===== config.mk =====
export PLATFORM = sky130hd
export DESIGN_NAME = mac_tx_scheduler
export DESIGN_NICKNAME = d
export VERILOG_FILES = /design/src/rtl/mac_tx_scheduler.sv
export SDC_FILE = /design/constraint.sdc
export NUM_CORES = 1
export LEC_CHECK = 0
export CAP_MARGIN = 0
export CORE_MARGIN = 2
export CORE_UTILIZATION = 42
export DETAILED_ROUTE_END_ITERATION = 8
export PLACE_DENSITY = 0.86
export SYNTH_ARGS = -nofsm -noshare
export SYNTH_HDL_FRONTEND = slang
export SYNTH_SLANG_ARGS = --single-unit
export TNS_END_PERCENT = 50

===== constraint.sdc =====
create_clock -name clock -period 5.4 [get_ports clock]
set_clock_uncertainty 0.1 [all_clocks]
set_input_delay 1.08 -clock clock [delete_from_list [all_inputs] [get_ports clock]]
set_output_delay 1.08 -clock clock [all_outputs]
set_load 0.01 [all_outputs]

===== src/rtl/mac_tx_scheduler.sv =====
// CAN MAC transmit scheduler: arbitrates LLC data/remote/overload requests,
// issues one frame at a time to the transmitter, retries failures and confirms.
module mac_tx_scheduler #(
  parameter int MAX_RETRIES = 3,
  parameter int RETRY_W     = 4
) (
  input  logic        clock,
  input  logic        reset_n,
  input  logic        data_req_valid,
  output logic        data_req_ready,
  input  logic [10:0] data_req_identifier,
  input  logic [3:0]  data_req_dlc,
  input  logic [63:0] data_req_data_payload,
  input  logic        remote_req_valid,
  output logic        remote_req_ready,
  input  logic [10:0] remote_req_identifier,
  input  logic [3:0]  remote_req_dlc,
  input  logic        ovld_req_valid,
  output logic        ovld_req_ready,
  output logic        tx_valid,
  input  logic        tx_ready,
  output logic [1:0]  tx_frame_type,
  output logic [10:0] tx_identifier,
  output logic [3:0]  tx_dlc,
  output logic [63:0] tx_data,
  input  logic        tx_done,
  input  logic        tx_success,
  output logic        data_cnf_valid,
  input  logic        data_cnf_ready,
  output logic [10:0] data_cnf_identifier,
  output logic        data_cnf_status,
  output logic        remote_cnf_valid,
  input  logic        remote_cnf_ready,
  output logic [10:0] remote_cnf_identifier,
  output logic        remote_cnf_status,
  output logic        ovld_cnf_valid,
  input  logic        ovld_cnf_ready,
  output logic        ovld_cnf_status
);

  typedef enum logic [1:0] {IDLE, ISSUE, WAIT_DONE, CONFIRM} state_t;
  typedef enum logic [1:0] {FT_DATA = 2'b00, FT_REMOTE = 2'b01, FT_OVLD = 2'b10} frame_t;

  localparam logic [RETRY_W-1:0] RETRY_MAX = RETRY_W'(MAX_RETRIES);

  state_t              state_q, state_d;
  frame_t              type_q, type_d;
  logic [10:0]         id_q, id_d;
  logic [3:0]          dlc_q, dlc_d;
  logic [63:0]         data_q, data_d;
  logic [RETRY_W-1:0]  retry_q, retry_d;
  logic                status_q, status_d;
  logic                grant_data, grant_remote, grant_ovld;
  logic                in_idle, cnf_ack;

  // Overload first; otherwise lowest identifier, data winning an identifier tie.
  always_comb begin
    // NOTE: every signal assigned in a combinational block gets a default first,
    // so no path leaves it unassigned and no latch is inferred.
    grant_data   = 1'b0;
    grant_remote = 1'b0;
    grant_ovld   = 1'b0;
    if (ovld_req_valid) begin
      grant_ovld = 1'b1;
    end else if (data_req_valid && remote_req_valid) begin
      if (data_req_identifier <= remote_req_identifier) grant_data   = 1'b1;
      else                                               grant_remote = 1'b1;
    end else if (data_req_valid) begin
      grant_data = 1'b1;
    end else if (remote_req_valid) begin
      grant_remote = 1'b1;
    end
  end

  // reset_n gates the readies so none is offered while reset is held.
  assign in_idle          = reset_n && (state_q == IDLE);
  assign data_req_ready   = in_idle && grant_data;
  assign remote_req_ready = in_idle && grant_remote;
  assign ovld_req_ready   = in_idle && grant_ovld;

  always_comb begin
    cnf_ack = 1'b0;
    case (type_q)
      FT_DATA:   cnf_ack = data_cnf_ready;
      FT_REMOTE: cnf_ack = remote_cnf_ready;
      default:   cnf_ack = ovld_cnf_ready;
    endcase
  end

  always_comb begin
    state_d  = state_q;
    type_d   = type_q;
    id_d     = id_q;
    dlc_d    = dlc_q;
    data_d   = data_q;
    retry_d  = retry_q;
    status_d = status_q;
    case (state_q)
      IDLE: begin
        if (grant_ovld) begin
          type_d  = FT_OVLD;
          id_d    = '0;
          dlc_d   = '0;
          data_d  = '0;
          retry_d = '0;
          state_d = ISSUE;
        end else if (grant_data) begin
          type_d  = FT_DATA;
          id_d    = data_req_identifier;
          dlc_d   = data_req_dlc;
          data_d  = data_req_data_payload;
          retry_d = '0;
          state_d = ISSUE;
        end else if (grant_remote) begin
          type_d  = FT_REMOTE;
          id_d    = remote_req_identifier;
          dlc_d   = remote_req_dlc;
          data_d  = '0;
          retry_d = '0;
          state_d = ISSUE;
        end
      end
      ISSUE: begin
        if (tx_ready) state_d = WAIT_DONE;
      end
      WAIT_DONE: begin
        if (tx_done) begin
          if (tx_success) begin
            status_d = 1'b0;
            state_d  = CONFIRM;
          end else if (retry_q < RETRY_MAX) begin
            retry_d = retry_q + RETRY_W'(1);
            state_d = ISSUE;
          end else begin
            status_d = 1'b1;
            state_d  = CONFIRM;
          end
        end
      end
      CONFIRM: begin
        if (cnf_ack) state_d = IDLE;
      end
      default: state_d = IDLE;
    endcase
  end

  // NOTE: sequential state uses non-blocking assignments so every register
  // samples the pre-edge values, independent of process ordering.
  always_ff @(posedge clock or negedge reset_n) begin
    if (!reset_n) begin
      state_q  <= IDLE;
      type_q   <= FT_DATA;
      id_q     <= '0;
      dlc_q    <= '0;
      data_q   <= '0;
      retry_q  <= '0;
      status_q <= 1'b0;
    end else begin
      state_q  <= state_d;
      type_q   <= type_d;
      id_q     <= id_d;
      dlc_q    <= dlc_d;
      data_q   <= data_d;
      retry_q  <= retry_d;
      status_q <= status_d;
    end
  end

  assign tx_valid              = (state_q == ISSUE);
  assign tx_frame_type         = type_q;
  assign tx_identifier         = id_q;
  assign tx_dlc                = dlc_q;
  assign tx_data               = data_q;
  assign data_cnf_valid        = (state_q == CONFIRM) && (type_q == FT_DATA);
  assign remote_cnf_valid      = (state_q == CONFIRM) && (type_q == FT_REMOTE);
  assign ovld_cnf_valid        = (state_q == CONFIRM) && (type_q == FT_OVLD);
  assign data_cnf_identifier   = id_q;
  assign data_cnf_status       = status_q;
  assign remote_cnf_identifier = id_q;
  assign remote_cnf_status     = status_q;
  assign ovld_cnf_status       = status_q;

endmodule


==> results of run 1 <==
where the power goes:
part | internal (µW) | total (µW) | switching (µW) | leakage [µW]
Combinational | 868 | 1490 | 618 | 0.00146
Sequential | 910 | 1110 | 199 | 0.00116
Clock | 220 | 469 | 249 | 0.000106
Total | 2000 | 3060 | 1070 | 0.00272
synthesized netlist by cell type:
cell,instances
a21o_1,1
o21ai_1,1
o31a_1,1
nand3_1,16
nand4_1,2
buf_2,4
nor2b_1,1
nor3_4,1
nor3b_1,2
dfrtp_1,88
a31oi_1,15
o31ai_1,1
mux2i_1,1
a21oi_2,1
a21oi_1,4
o21ai_2,1
nor2_1,22
o21a_1,1
a211oi_1,3
a2111oi_4,1
buf_4,24
and3_1,1
ha_1,12
nand3b_1,17
or3_1,1
nand2b_1,1
or2_2,1
a41oi_1,1
a22o_1,64
inv_1,14
mux2_2,1
nand2_1,11
o21ai_0,8
nor4b_1,1
nor4_1,1
nor3_1,5
buf_6,6
and2_1,1
clkbuf_1,14
buf_1,1
metrics by stage:
step	setup slack [ps]	hold slack, ps	total power [µW]	util	std cells
6_report	774.7	408.6	3064	0.6783	672
5_1_grt	607.1	424.5	3241	0.6783	672
4_1_cts	736.1	412.7	3095	0.6783	672
3_5_place_dp	758.9	389.9	2617	0.6566	656
3_3_place_gp	825.0	386.3	2570	0.6566	656
2_1_floorplan	1631	367.4	1831	-	352
area by class of cell:
class | instances | area [µm²]
well taps | 129 | 161.4
multi-input cells | 201 | 1458
clock buffers | 9 | 123.9
inverters | 14 | 52.55
fillers | 729 | 2987
clock inverters | 7 | 77.57
repair buffers | 224 | 2222
flip-flops and latches | 88 | 2202
state kept, by name (all words and copies together), names as in the netlist:
signal and cells:
data_cnf_status 1, retry_q 4, state_q 2, tx_data 64
data_cnf_identifier 11, tx_dlc 4, tx_frame_type 2
worst max path at each step:
| stage | from | cells past startpoint | end | slack [ps] |
|---|---|---|---|---|
| 3_3_place_gp | remote_req_identifier[9] | 9 | remote_req_ready | 830 |
| 2_1_floorplan | remote_req_identifier[6] | 8 | data_req_ready | 1630 |
| 6_report | remote_req_identifier[9] | 9 | remote_req_ready | 770 |
| 5_1_grt | remote_req_identifier[6] | 9 | data_req_ready | 610 |
| 3_5_place_dp | remote_req_identifier[6] | 9 | data_req_ready | 760 |
| 4_1_cts | remote_req_identifier[2] | 9 | data_req_ready | 740 |
cells by family (layout without fill, tap and decap cells):
kind of cell,after synthesis,after routing
fa+ha+maj,12,12
buf+inv,63,254
mux,2,2
simple gates,84,84
compound gates,103,103
flops,88,88
routing by layer:
| layer | wire (µm) | part of all wire | vias up |
|---|---|---|---|
| li1 | - | - | 1635 |
| met1 | 4622 | 0.41 | 1723 |
| met2 | 5795 | 0.51 | 144 |
| met3 | 817 | 0.072 | 14 |
| met4 | 174 | 0.015 | 0 |
| met5 | 0 | 0 | - |
==> impl_metrics.ini, run 1 <==
[status]
status = finished clean

[placement]
dp_hpwl_um = 8555
dpl-instance-area_mm2 = 0.006096
port_buffers = 217
gp_congestion = 0.8054

[global_routing]
grt_max_degree = 62
grtUsageMet3 = 0.04856
grt_pass1_vias = 3485
busiest_layer = met2
grtUsageMet2 = 0.3735
grt-ovfl-total = 0
grt_usage = 0.2126
antenna_found_initial = 0
grt_pass1_wl_um = 17330
grt_use_met1 = 0.2615

[synth]
synth_cell_types = 40
synth-simple-area-share = 0.1124
synth.avg_cell_area_um2 = 11.45
synthTopCellsByArea = dfrtp_1 (55%), a22o_1 (14%), buf_4 (4.5%)
yosys.area.top_type = dfrtp_1
synth_top_area_frac = 0.5464
ys_ff_latch = 88
synth_adder_area_share = 0.03726
synth_nets = 469
yosysSeqAreaShare = 0.5464
syn_inst = 352
synth-compound-area-share = 0.2052
synth_xor_area_frac = 0
yosysWarnings = 0
synth_top_family_by_area = compound AO/OA/AOI/OAI gates
synthMuxAreaShare = 0.005278
synth_area_mm2 = 0.004030

[setup_path]
crit_family = buffers and inverters
r2r_slack_ps = 3040
start_kind = input pin
crit_arrival_ps = 3450
cp_cell_sequence = clkdlybuf4s50_1 > inv_1 > ha_1 > nand4_1 > a211oi_1 > a2111oi_4 > o21ai_0 > and3_1 > clkdlybuf4s50_1
crit_path_top_delay_cell = clkdlybuf4s50_1
cp_slowest_stage_delay_ps = 540
r2r_cells = 4
crit_fanout = 3
cp.required_ps = 4220
r2r-start = state_q[0]
criticalPathCategory = input pin to primary output
end_kind = primary output
path_common_cell = clkdlybuf4s50_1
reg2reg_to = tx_data[62]
path_buf_inv = 3

[die]
rows = 35
core_area_mm2 = 0.009284
initial_utilization = 0.4341
die-area_mm2 = 0.01039
pin_count = 218
die_w_um = 102.0
dieHeight_um = 102.0

[detailed_routing]
ant_nets = 0
avgRoutedWirePerCell_um = 16.98
drc = 0
wl_um = 11410
via_count = 3516
firstDrtPassIters = 4
avgViaCountPerCell = 5.232
first_iter_violations = 82

[sta]
fin_tns_setup_ps = 0
relSlewSlack = 0.5048
drv_slew = 0
rsz0062_at_grt = false
min_period_over_period = 0.8565
setup_viol = 0
hold_viol = 0
finalCriticalPeriod_ps = 4625
max_freq_mhz = 216.2
worst_slew_pin_slew_ps = 742.8

[power_and_ir_drop]
irDropWorstVdd_v = 0.0002884
power_density_mw_per_mm2 = 486.6
p_leak_uw = 0.002725

[finish]
syn_to_final_growth_pct = 56.26
antenna_cells = 0
finalNetCount = 655
fin_area_mm2 = 0.006297
layout_common_cells = clkdlybuf4s50_1 (216), dfrtp_1 (88), a22o_1 (64), nor2_1 (22), nand3b_1 (17)
layout_commonest_cell = clkdlybuf4s50_1
drive_gt1_frac = 0.05893

[clock_tree]
clk_pin_slew_worst_paths_ps = 80
ctsHoldBuffers = 0
cts_tree = yes
clkLatencyLatePin_ps = 340
cts_made_buffers = 9
h-tree-depth = 3
cts_root_buf = clkbuf_8
cts_sinks = 88
cts_buffer_depth = 2
ctsResizeCount = 0
cts_setup_buffers = 0

[min_path]
min_from = tx_data[10]
min_to = tx_data[10]
hold_class = flop to flop
holdPathStages = 1

[run]
cap_violations = 0
(Power assumes the default switching activity.)
==> run 2: changes to the inputs <==
- CORE_MARGIN: 2 -> 5
- SLEW_MARGIN: default -> 20
- TNS_END_PERCENT: 50 -> 100
==> run 2 against run 1 <==
Worst hold slack better by 1.9 ps. Global-route usage shrank 1.1 points. Combinational power about the same. Fmax grew 0.30%. Flip-flop and latch count stayed put. Non-clock buffer count decreased by 1. Critical path type unchanged. Largest cell class unchanged.
==> impl_metrics.ini, run 2 (synthesis results as in run 1) <==
[placement]
dpl-instance-area_mm2 = 0.006101
dp_hpwl_um = 9034
port_buffers = 217
dp.cells = 655
gp_congestion = 0.8349

[clock_tree]
clk_pin_slew_worst_paths_ps = 80
cts_buffer_depth = 2
cts_sinks = 88
h-tree-depth = 3
cts_tree = yes
clkLatencyLatePin_ps = 340
cts_setup_buffers = 0
ctsResizeCount = 0
ctsHoldBuffers = 0
cts_root_buf = clkbuf_8
cts_made_buffers = 9

[setup_path]
criticalPathCategory = input pin to primary output
cp-startpoint = remote_req_identifier[10]
end_kind = primary output
path_buf_inv = 3
reg2reg_to = tx_data[5]
crit_arrival_ps = 3430
crit_family = buffers and inverters
path_common_cell = clkdlybuf4s50_1
crit_fanout = 3
r2r_cells = 4
r2r_slack_ps = 3190
r2r-start = state_q[1]
cp.required_ps = 4220
cp_slowest_stage_delay_ps = 530
crit_path_top_delay_cell = clkdlybuf4s50_1
start_kind = input pin
cp_cell_sequence = clkdlybuf4s50_1 > inv_1 > ha_1 > nand4_1 > a211oi_1 > a2111oi_4 > o21ai_0 > and3_1 > clkdlybuf4s50_1
cp.depth = 9
cp-endpoint = remote_req_ready

[finish]
drive_gt1_frac = 0.05720
syn_to_final_growth_pct = 56.57
largest_reg_flops = 64
fill_cells = 701
multi_input_area_mm2 = 0.001458
regArea_mm2 = 0.002202
layout_common_cells = clkdlybuf4s50_1 (216), dfrtp_1 (88), a22o_1 (64), nor2_1 (22), nand3b_1 (17)
antenna_cells = 0
layout_commonest_cell = clkdlybuf4s50_1
fin_area_mm2 = 0.006310
final_cells = 671
finalNetCount = 654

[power_and_ir_drop]
p_leak_uw = 0.002717
irDropWorstVdd_v = 0.0002711
power_density_mw_per_mm2 = 487.6

[die]
dieHeight_um = 108.0
core_area_mm2 = 0.009284
pin_count = 218
rows = 35
die-area_mm2 = 0.01165
initial_utilization = 0.4341
die_w_um = 108.0

[detailed_routing]
first_iter_violations = 199
firstDrtPassIters = 4
wl_um = 11810
drc = 0
via_count = 3453
ant_nets = 0
avgRoutedWirePerCell_um = 17.60
avgViaCountPerCell = 5.146

[global_routing]
grt_pass1_vias = 3540
grt-ovfl-total = 0
grt_max_degree = 69
grt_pass1_wl_um = 18690
grt_usage = 0.2020
antenna_found_initial = 0

[sta]
drv_slew = 0
finalCriticalPeriod_ps = 4611
rsz0062_at_grt = false
hold_viol = 0
relSlewSlack = 0.5279
max_freq_mhz = 216.9
fin_tns_setup_ps = 0
setup_viol = 0
min_period_over_period = 0.8539
worst_slew_pin_slew_ps = 708.2

[status]
status = finished clean

[min_path]
hold_class = flop to flop

[run]
cap_violations = 0
[run 2: changes by cell type in the layout (fill, tap and decap cells not counted)]
| cell | change |
|---|---|
| clkinv_2 | -2 |
| buf_4 | -2 |
| clkinvlp_4 | +2 |
| buf_12 | +1 |
| clkinv_4 | -1 |
| inv_8 | +1 |
[run 2: cell type report]
type	instances	area share
multi-input cells	201	0.2310
flip-flops and latches	88	0.3490
repair buffers	223	0.3530
clock buffers	9	0.01963
inverters	14	0.008328
well taps	129	0.02558
clock inverters	7	0.01348
[run 2: how the worst min path moves through the flow]
stage / startpoint / endpoint / slack, ps / cells past startpoint
floorplan: retry_q[3] / retry_q[3] / 370 / 2
global placement: tx_data[8] / tx_data[8] / 390 / 1
detailed placement: tx_data[34] / tx_data[34] / 390 / 1
CTS: tx_data[11] / tx_data[11] / 410 / 1
global route: tx_data[50] / tx_data[50] / 420 / 1
finish: tx_data[13] / tx_data[13] / 410 / 1
[run 2: routing by layer]
metal / routed length, µm / GRT usage
met4: 47 / 0.03517
met1: 4795 / 0.2491
met5: 0 / 0
met2: 6069 / 0.3517
met3: 898 / 0.06507
[run 2: report_power, final]
group	leakage, µW	total (µW)	switching, µW	internal (µW)
clock	0.000100	479	255	224
combinational	0.00146	1490	620	869
sequential	0.00116	1110	199	910
total	0.00272	3080	1070	2000
[run 2: metrics by stage]
step	setup WS, ps	power (µW)	util	hold WS, ps
detailed placement	795.2	2627	0.6571	389.9
floorplan	1631	1831	-	367.4
global route	628.3	3272	0.6797	424.1
global placement	815.3	2583	0.6571	386.8
finish	788.7	3077	0.6797	410.5
CTS	773.7	3118	0.6797	414.9
